===== config.mk =====
export PLATFORM = sky130hd
export DESIGN_NAME = lsu_subword_flat
export DESIGN_NICKNAME = d
export VERILOG_FILES = /design/src/rtl/lsu_pkg.sv /design/src/rtl/lsu_subword_if.sv /design/src/rtl/lsu_align.sv /design/src/rtl/lsu_subword.sv /design/src/flat_wrapper.sv
export SDC_FILE = /design/constraint.sdc
export NUM_CORES = 1
export LEC_CHECK = 0
export CAP_MARGIN = 20
export CORE_MARGIN = 2
export CORE_UTILIZATION = 29
export DETAILED_ROUTE_END_ITERATION = 7
export HOLD_SLACK_MARGIN = 0.1
export PLACE_DENSITY = 0.62
export SETUP_SLACK_MARGIN = 0.5
export SLEW_MARGIN = 20
export SYNTH_ARGS = -nofsm -noshare
export SYNTH_HDL_FRONTEND = slang
export SYNTH_SLANG_ARGS = --single-unit

===== constraint.sdc =====
create_clock -name clk -period 3.5 [get_ports clk]
set_input_delay 0.7 -clock clk [delete_from_list [all_inputs] [get_ports clk]]
set_output_delay 0.7 -clock clk [all_outputs]
set_load 0.03 [all_outputs]

===== src/rtl/lsu_pkg.sv =====
// rtl/lsu_pkg.sv - shared funct3 encodings and FSM state type for the sub-word LSU
package lsu_pkg;

  localparam logic [2:0] F3_B  = 3'd0;
  localparam logic [2:0] F3_H  = 3'd1;
  localparam logic [2:0] F3_W  = 3'd2;
  localparam logic [2:0] F3_BU = 3'd4;
  localparam logic [2:0] F3_HU = 3'd5;

  typedef enum logic [1:0] {
    IDLE  = 2'd0,
    READ  = 2'd1,
    WRITE = 2'd2,
    RESP  = 2'd3
  } lsu_state_e;

endpackage


===== src/rtl/lsu_subword_if.sv =====
// rtl/lsu_subword_if.sv - core request/response and word memory port bundle
interface lsu_subword_if #(
  parameter int ADDR_WIDTH = 32
);
  logic                  req_valid;
  logic                  req_ready;
  logic                  req_we;
  logic [2:0]            req_funct3;
  logic [ADDR_WIDTH-1:0] req_addr;
  logic [31:0]           req_wdata;
  logic                  rsp_valid;
  logic [31:0]           rsp_rdata;
  logic                  rsp_err;
  logic                  mem_read;
  logic                  mem_write;
  logic [ADDR_WIDTH-1:0] mem_addr;
  logic [31:0]           mem_wdata;
  logic [31:0]           mem_rdata;

  // master: the core plus the memory it fronts; slave: the LSU itself
  modport master (
    output req_valid, req_we, req_funct3, req_addr, req_wdata, mem_rdata,
    input  req_ready, rsp_valid, rsp_rdata, rsp_err,
           mem_read, mem_write, mem_addr, mem_wdata
  );

  modport slave (
    input  req_valid, req_we, req_funct3, req_addr, req_wdata, mem_rdata,
    output req_ready, rsp_valid, rsp_rdata, rsp_err,
           mem_read, mem_write, mem_addr, mem_wdata
  );
endinterface


===== src/rtl/lsu_align.sv =====
// rtl/lsu_align.sv - lane extract/extend, store merge and request legality check
module lsu_align
  import lsu_pkg::*;
(
  input  logic        we,
  input  logic [2:0]  funct3,
  input  logic [1:0]  addr_lo,
  input  logic [31:0] rword,
  input  logic [15:0] sdata,
  output logic [31:0] ldata,
  output logic [31:0] merged,
  output logic        err
);

  logic [7:0]  lane_b;
  logic [15:0] lane_h;
  logic        illegal;
  logic        misaligned;

  always_comb begin
    lane_b = rword[7:0];
    case (addr_lo)
      2'd0: lane_b = rword[7:0];
      2'd1: lane_b = rword[15:8];
      2'd2: lane_b = rword[23:16];
      2'd3: lane_b = rword[31:24];
      default: lane_b = rword[7:0];
    endcase
    lane_h = addr_lo[1] ? rword[31:16] : rword[15:0];

    ldata = '0;
    case (funct3)
      F3_B:    ldata = {{24{lane_b[7]}}, lane_b};
      F3_H:    ldata = {{16{lane_h[15]}}, lane_h};
      F3_W:    ldata = rword;
      F3_BU:   ldata = {24'h0, lane_b};
      F3_HU:   ldata = {16'h0, lane_h};
      default: ldata = '0;
    endcase

    // Only the addressed lane is replaced; every other bit comes from the read word.
    merged = rword;
    if (funct3 == F3_B) begin
      case (addr_lo)
        2'd0: merged[7:0]   = sdata[7:0];
        2'd1: merged[15:8]  = sdata[7:0];
        2'd2: merged[23:16] = sdata[7:0];
        2'd3: merged[31:24] = sdata[7:0];
        default: merged = rword;
      endcase
    end else if (funct3 == F3_H) begin
      if (addr_lo[1]) merged[31:16] = sdata;
      else            merged[15:0]  = sdata;
    end

    if (we) illegal = !(funct3 == F3_B || funct3 == F3_H || funct3 == F3_W);
    else    illegal = (funct3 == 3'd3 || funct3 == 3'd6 || funct3 == 3'd7);

    misaligned = ((funct3 == F3_H || funct3 == F3_HU) && addr_lo[0]) ||
                 (funct3 == F3_W && addr_lo != 2'b00);

    err = illegal || misaligned;
  end

endmodule


===== src/rtl/lsu_subword.sv =====
// rtl/lsu_subword.sv - byte/half/word load-store unit with read-modify-write sub-word stores
module lsu_subword
  import lsu_pkg::*;
#(
  parameter int ADDR_WIDTH = 32
) (
  input  logic         clk,
  input  logic         rst_n,
  lsu_subword_if.slave bus
);

  lsu_state_e            state;
  logic                  we_q;
  logic [2:0]            f3_q;
  logic [ADDR_WIDTH-1:0] addr_q;
  logic [15:0]           wdata_q;
  logic [31:0]           word_buf;
  logic [31:0]           rsp_rdata_q;
  logic                  rsp_err_q;

  logic                  cur_we;
  logic [2:0]            cur_f3;
  logic [1:0]            cur_addr_lo;
  logic [31:0]           ldata;
  logic [31:0]           merged;
  logic                  chk_err;

  // Legality is judged on the live request in IDLE, on the latched copy afterwards.
  assign cur_we      = (state == IDLE) ? bus.req_we         : we_q;
  assign cur_f3      = (state == IDLE) ? bus.req_funct3     : f3_q;
  assign cur_addr_lo = (state == IDLE) ? bus.req_addr[1:0]  : addr_q[1:0];

  lsu_align u_align (
    .we      (cur_we),
    .funct3  (cur_f3),
    .addr_lo (cur_addr_lo),
    .rword   (bus.mem_rdata),
    .sdata   (wdata_q),
    .ldata   (ldata),
    .merged  (merged),
    .err     (chk_err)
  );

  always_ff @(posedge clk or negedge rst_n) begin
    if (!rst_n) begin
      state       <= IDLE;
      we_q        <= 1'b0;
      f3_q        <= 3'd0;
      addr_q      <= '0;
      wdata_q     <= 16'h0;
      word_buf    <= 32'h0;
      rsp_rdata_q <= 32'h0;
      rsp_err_q   <= 1'b0;
    end else begin
      case (state)
        IDLE: begin
          if (bus.req_valid) begin
            we_q    <= bus.req_we;
            f3_q    <= bus.req_funct3;
            addr_q  <= bus.req_addr;
            wdata_q <= bus.req_wdata[15:0];
            if (chk_err) begin
              rsp_rdata_q <= 32'h0;
              rsp_err_q   <= 1'b1;
              state       <= RESP;
            end else if (bus.req_we && bus.req_funct3 == F3_W) begin
              word_buf <= bus.req_wdata;
              state    <= WRITE;
            end else begin
              state <= READ;
            end
          end
        end
        READ: begin
          if (we_q) begin
            word_buf <= merged;
            state    <= WRITE;
          end else begin
            rsp_rdata_q <= ldata;
            rsp_err_q   <= 1'b0;
            state       <= RESP;
          end
        end
        WRITE: begin
          rsp_rdata_q <= 32'h0;
          rsp_err_q   <= 1'b0;
          state       <= RESP;
        end
        RESP: state <= IDLE;
        default: state <= IDLE;
      endcase
    end
  end

  assign bus.req_ready = (state == IDLE);
  assign bus.rsp_valid = (state == RESP);
  assign bus.rsp_rdata = rsp_rdata_q;
  assign bus.rsp_err   = rsp_err_q;
  assign bus.mem_read  = (state == READ);
  assign bus.mem_write = (state == WRITE);
  assign bus.mem_addr  = {addr_q[ADDR_WIDTH-1:2], 2'b00};
  assign bus.mem_wdata = word_buf;

endmodule


===== src/flat_wrapper.sv =====
// flat-port wrapper written by rule: the top's interface ports become plain ports
module lsu_subword_flat import lsu_pkg::*;
#(
  parameter int ADDR_WIDTH = 32
)
  (clk, rst_n, bus_req_valid, bus_req_we, bus_req_funct3, bus_req_addr, bus_req_wdata, bus_mem_rdata, bus_req_ready, bus_rsp_valid, bus_rsp_rdata, bus_rsp_err, bus_mem_read, bus_mem_write, bus_mem_addr, bus_mem_wdata);
  lsu_subword_if #(.ADDR_WIDTH(ADDR_WIDTH)) bus_i ();
  input  logic clk;
  input  logic rst_n;
  input wire logic [$bits(bus_i.req_valid)-1:0] bus_req_valid;
  input wire logic [$bits(bus_i.req_we)-1:0] bus_req_we;
  input wire logic [$bits(bus_i.req_funct3)-1:0] bus_req_funct3;
  input wire logic [$bits(bus_i.req_addr)-1:0] bus_req_addr;
  input wire logic [$bits(bus_i.req_wdata)-1:0] bus_req_wdata;
  input wire logic [$bits(bus_i.mem_rdata)-1:0] bus_mem_rdata;
  output wire logic [$bits(bus_i.req_ready)-1:0] bus_req_ready;
  output wire logic [$bits(bus_i.rsp_valid)-1:0] bus_rsp_valid;
  output wire logic [$bits(bus_i.rsp_rdata)-1:0] bus_rsp_rdata;
  output wire logic [$bits(bus_i.rsp_err)-1:0] bus_rsp_err;
  output wire logic [$bits(bus_i.mem_read)-1:0] bus_mem_read;
  output wire logic [$bits(bus_i.mem_write)-1:0] bus_mem_write;
  output wire logic [$bits(bus_i.mem_addr)-1:0] bus_mem_addr;
  output wire logic [$bits(bus_i.mem_wdata)-1:0] bus_mem_wdata;
  assign bus_i.req_valid = bus_req_valid;
  assign bus_i.req_we = bus_req_we;
  assign bus_i.req_funct3 = bus_req_funct3;
  assign bus_i.req_addr = bus_req_addr;
  assign bus_i.req_wdata = bus_req_wdata;
  assign bus_i.mem_rdata = bus_mem_rdata;
  assign bus_req_ready = bus_i.req_ready;
  assign bus_rsp_valid = bus_i.rsp_valid;
  assign bus_rsp_rdata = bus_i.rsp_rdata;
  assign bus_rsp_err = bus_i.rsp_err;
  assign bus_mem_read = bus_i.mem_read;
  assign bus_mem_write = bus_i.mem_write;
  assign bus_mem_addr = bus_i.mem_addr;
  assign bus_mem_wdata = bus_i.mem_wdata;
  lsu_subword #(.ADDR_WIDTH(ADDR_WIDTH)) u_core (.clk(clk), .rst_n(rst_n), .bus(bus_i));
endmodule

* Word level (Yosys, flattened, before mapping)
Cells that the tools add are included.
Operators by class: reductions and logical operators 20, mux-type cells 33, eq/ne operators 20
Operators with widths (number):
- $mux 32 | 9
- $pmux 32 s5 | 1
- $pmux 32 s3 | 1
- $pmux 32 s2 | 1
- $mux 16 | 3
- $mux 8 | 4
- $pmux 8 s4 | 1
- $eq 3x3->1 const B | 4
- $eq 3x2->1 const B | 3
- $eq 2x2->1 const B | 4
- $mux 2 | 4
- $pmux 2 s4 | 1
- $logic_or 1x1->1 | 7
- $mux 1 | 6
- $ne 2x1->1 const B | 3
- $ne 2x2->1 const B | 3
- $reduce_and 5->1 | 1
- $eq 2x1->1 const B | 2
- $logic_not 2->1 | 2
- $reduce_and 4->1 | 1
- $reduce_bool 2->1 | 2
- $eq 3x1->1 const B | 1
- $logic_and 1x1->1 | 3
- $logic_not 3->1 | 1
- 5 further kinds | 5
Storage, ports and cells: input port bits 103, register bits 119

* Longest topological paths before layout
depth after elaboration 11, depth in mapped cells 12, mapped depth without buffers 8

* Hierarchy
From an unflattened synthesis, not the netlist that was laid out.
Unflattened totals: cell total of the unflattened synthesis 603, area total of the unflattened synthesis 7075.5 um^2
Modules (own cells, without submodules):
- lsu_subword | cells each 415, area an instance 5520.3 um^2, instances 1
- lsu_align | cells each 188, area an instance 1555.2 um^2, instances 1

* Worst setup path before layout
Ideal clock, no wire load.
kind reg2reg, from register u_core.state[0], to register u_core.word_buf[16] (netlist: u_core.bus.mem_wdata[16]), buffers on the path 3, arrival 2628 ps, required time 3377 ps, stages on the path, launching flop included 12, library setup time 123 ps, slack 749 ps, path through dfrtp_1 > inv_1 > ha_1 > buf_6 > nor3b_4 > nor2_1 > o21bai_4 > nand3_2 > or4_1 > buf_2 > buf_6 > o221a_1
Between the ends: word-level cells in the longest chain between the ends 10
Ends and longest elaborated chain:
- from (decl) | RTL line lsu_subword.sv:12 | lsu_state_e state;
- from (signal assigned) | RTL line lsu_subword.sv:46 | state <= IDLE;
- from (signal assigned) | RTL line lsu_subword.sv:65 | state <= RESP;
- from (signal assigned) | RTL line lsu_subword.sv:68 | state <= WRITE;
- $logic_not 2->1 (*)
- named net bus_req_ready | RTL line flat_wrapper.sv:16 | output wire logic [$bits(bus_i.req_ready)-1:0] bus_req_ready;
- $mux 3 | RTL line lsu_subword.sv:30 | assign cur_f3 = (state == IDLE) ? bus.req_funct3 : f3_q;
- $eq 3x1->1 or $logic_not 3->1 (tied branches)
- $logic_or 1x1->1 (2 in a row) | RTL line lsu_align.sv:56 | if (we) illegal = !(funct3 == F3_B || funct3 == F3_H || funct3 == F3_W);
- $logic_not 1->1 | RTL line lsu_align.sv:56
- $mux 1 | RTL line lsu_align.sv:56
- $logic_or 1x1->1 | RTL line lsu_align.sv:62 | err = illegal || misaligned;
- $ne 2x2->1 (no source line)
- $reduce_and 5->1 (no source line)
- to (signal assigned) | RTL line lsu_subword.sv:67 | word_buf <= bus.req_wdata;
- to (signal assigned) | RTL line lsu_subword.sv:76 | word_buf <= merged;
- to (decl) | RTL line lsu_subword.sv:17 | logic [31:0] word_buf;
The timed path passes the listed nets; every way through them passes the cells marked *. The select of a mux whose other input is x is not followed. A chain may end at the register's enable or synchronous reset.

* Worst setup path in the final report
from register u_core.state[1], to output port bus_mem_read
Between the ends: word-level cells in the longest chain between the ends 1
Ends and longest elaborated chain:
- $eq 2x1->1 | RTL line lsu_subword.sv:99 | assign bus.mem_read = (state == READ);
- to (decl) | RTL line flat_wrapper.sv:20 | output wire logic [$bits(bus_i.mem_read)-1:0] bus_mem_read;
No other way between the ends.

==> flow_summary.toml <==
[yosys]
async_reset_ff_share_pct = 100.0
synth_edf_count = 0
yosys.cell_types.count = 58
synth_cells = 588
synthTopCellsByArea = "dfrtp_1 47%, mux2_2 9.3%, a221oi_1 3.9%, buf_4 3.8%, nand2_1 3.6%"
yosysTopAreaCellShare_pct = 47.21
syn_area_per_cell_um2 = 10.73
synthesis.area_um2 = 6307
ys.flop_type = "dfrtp_1"
ys_seq_elements = 119
synth.yosys.warnings = 0
yosysTopAreaCell = "dfrtp_1"
synth-seq-area-share_pct = 47.21

[route]
first_iter_violations = 438
avgRoutedWirePerCell_um = 20.48
first_pass_iters = 7
final_antenna_net_count = 0
vias = 5448
drt_wl_total_mm = 21.30
drc = 0
via_per_inst = 5.238

[power_and_ir_drop]
p_leak_nw = 3.480
pwr-share-comb_pct = 56.4
p_int_mw = 5.507
ir_drop_uv = 464.0
p_seq_share_pct = 25.3
p_switching_mw = 4.391
powerDensity_nw_per_um2 = 1099
clockPowerShare_pct = 18.3
p_sw_share_pct = 44.37

[floorplan]
die_h_um = 151.5
io-pin-count = 204
die_w_um = 151.5
coreArea_um2 = 21150
initial_core_util_pct = 29.82
dieArea_um2 = 22940
rows = 53

[grt]
grt_max_degree = 67
grtUsageTotal_pct = 18.56
overflow = 0
antenna_found_initial = 0
grt_pass1_vias = 5411
grt_pass1_wl_mm = 31.96

[cts]
htreeDepth = 4
cts_made_buffers = 17
root_buffer = "clkbuf_16"
cts.sink_count = 119
clock_path_buffers = 2
clk_latency_ns = 0.43
path_clk_slew_ns = 0.05
tritoncts = "yes"

[cells_and_area]
fill_cells = 2037
drive_gt1_share_pct = 15.69
diodes = 0
syn_to_final_growth_pct = 42.79
final_cells = 1040
regArea_um2 = 2978
utilization_pct = 42.57
final_common_cell = "clkdlybuf4s50_1"
mostFrequentLayoutCells = "200 x clkdlybuf4s50_1, 119 x dfrtp_1, 60 x nand2_1"
final_nets = 860
multiInputGateArea_um2 = 2864

[sta]
setup_viol = 0
rsz0062_at_grt = "false"
slew_headroom_pct = 47.56
worst_pin_slew_ns = 0.7866
max_freq_mhz = 348.5
slew_violations = 0
skew_ns = 0.008126
tns_ns = 0
final_hold_viol_count = 0
min_period_ns = 2.869
fin_crit_sh_pct = 81.98

[critical_path]
path_max_fanout = 25
cp.required_ns = 2.80
path_class = "flip-flop to primary output"
critPathSlowestCell = "clkdlybuf4s50_1"
worstSetupStartpointType = "flip-flop"
endpoint_kind = "primary output"
arrival_ns = 2.17
critical-path-max-stage-delay_ns = 0.76
crit_chain = "inv_1 > ha_2 > clkdlybuf4s50_1"

[place]
gp_congestion = 0.8441
dp_cells = 1009
post-dp-hpwl_mm = 15.31
io_buffers = 201

[flow_run]
cap_violations = 0

[status]
status = "finished clean"

[min_path]
hp-class = "primary input to async pin"
[flip-flops by register name, summed over array words and instances, names as in the netlist]
name                  flops
u_core.bus.mem_wdata     32
u_core.state              2
u_core.f3_q               3
u_core.wdata_q           16
u_core.we_q               1
u_core.addr_q            32
u_core.bus.rsp_err        1
u_core.bus.rsp_rdata     32
[worst paths after layout]
path | cells after the start | slack, ns | startpoint | endpoint
worst min register to register | 2 | 0.49 | u_core.bus.rsp_rdata[13] | u_core.bus.rsp_rdata[13]
worst max register to register | 10 | 0.69 | u_core.state[0] | u_core.bus.mem_wdata[6]
min in group clk | 2 | 0.49 | u_core.bus.rsp_rdata[13] | u_core.bus.rsp_rdata[13]
max in group asynchronous | 2 | 2.31 | rst_n | u_core.f3_q[1]
worst min-delay path | 1 | 0.35 | rst_n | u_core.bus.mem_wdata[29]
worst max-delay path | 3 | 0.63 | u_core.state[1] | bus_mem_read
[metrics by stage]
stage / total power [mW] / setup slack (ns) / hold WS, ns / area, um^2
3_5_place_dp: 8.072 / 0.3662 / 0.4751 / 8386
4_1_cts: 9.940 / 0.5524 / 0.3799 / 8996
2_1_floorplan: 6.256 / 0.7492 / 0.4044 / 6311
5_1_grt: 10.48 / 0.5259 / 0.4055 / 9006
3_3_place_gp: 8.041 / 0.3895 / 0.4669 / 8386
6_report: 9.898 / 0.6307 / 0.3459 / 9006
[cells by family after synthesis]
family,after synthesis,synth area share [%]
AND/OR/NAND/NOR,121,8.888
multiplexers,76,13.89
AO/OA/AOI/OAI,180,21.44
adder cells (fa/ha/maj),4,0.7935
flip-flops,119,47.21
buffers and inverters,87,7.717
other,1,0.05945
[cells in the mapped netlist, types with 2 or more instances]
cell type,instances
buf_1,3
inv_1,14
nor2_1,28
nand3_1,2
nand4_1,2
mux4_2,4
o21ai_0,14
a211oi_1,18
buf_6,3
buf_4,32
dfrtp_1,119
a21o_1,3
mux2i_1,20
ha_1,4
nor3_1,3
buf_2,13
a221oi_1,28
a21oi_1,19
o22ai_2,2
a41o_1,2
mux2_2,52
o32a_1,2
clkbuf_1,21
nand2b_1,6
o221a_1,16
o32ai_1,17
a222oi_1,6
nor2b_1,3
nand2_1,61
o21ai_1,40
and3_1,3
o211ai_1,2
[power by group through the flow]
stage | Clock, mW | Combinational, mW | Sequential (mW)
4_1_cts | 1.85 | 5.59 | 2.50
3_5_place_dp | 0 | 5.56 | 2.51
6_report | 1.81 | 5.58 | 2.51
2_1_floorplan | 0 | 3.24 | 3.01
3_3_place_gp | 0 | 5.54 | 2.50
5_1_grt | 1.92 | 5.97 | 2.59
[area by class of cell]
cell class,count,area share (%)
clock buffer,20,5.071
clock inverter,11,1.653
inverter,14,0.5835
multi-input combinational,383,31.80
sequential,119,33.06
tap,275,3.821
timing repair buffer,218,24.01
[per-layer routing]
metal	wire length (um)	track usage, %
met3	1582	4.311
met4	397	6.449
met1	9567	25.34
met2	9752	28.91
met5	0	0
[critical path: cells and delay by family (launching register included)]
kind / cells / cell delay (ns)
adders and majority gates: 1 / 0.43
buffers and inverters: 2 / 0.89
DFF: 1 / 0.42
[timing repair]
item	4_1_cts	5_1_grt
buffers inserted	0	0
setup endpoints to repair	20	26
hold buffers	0	0
resized for setup	2	1
(Power assumes the default switching activity.)
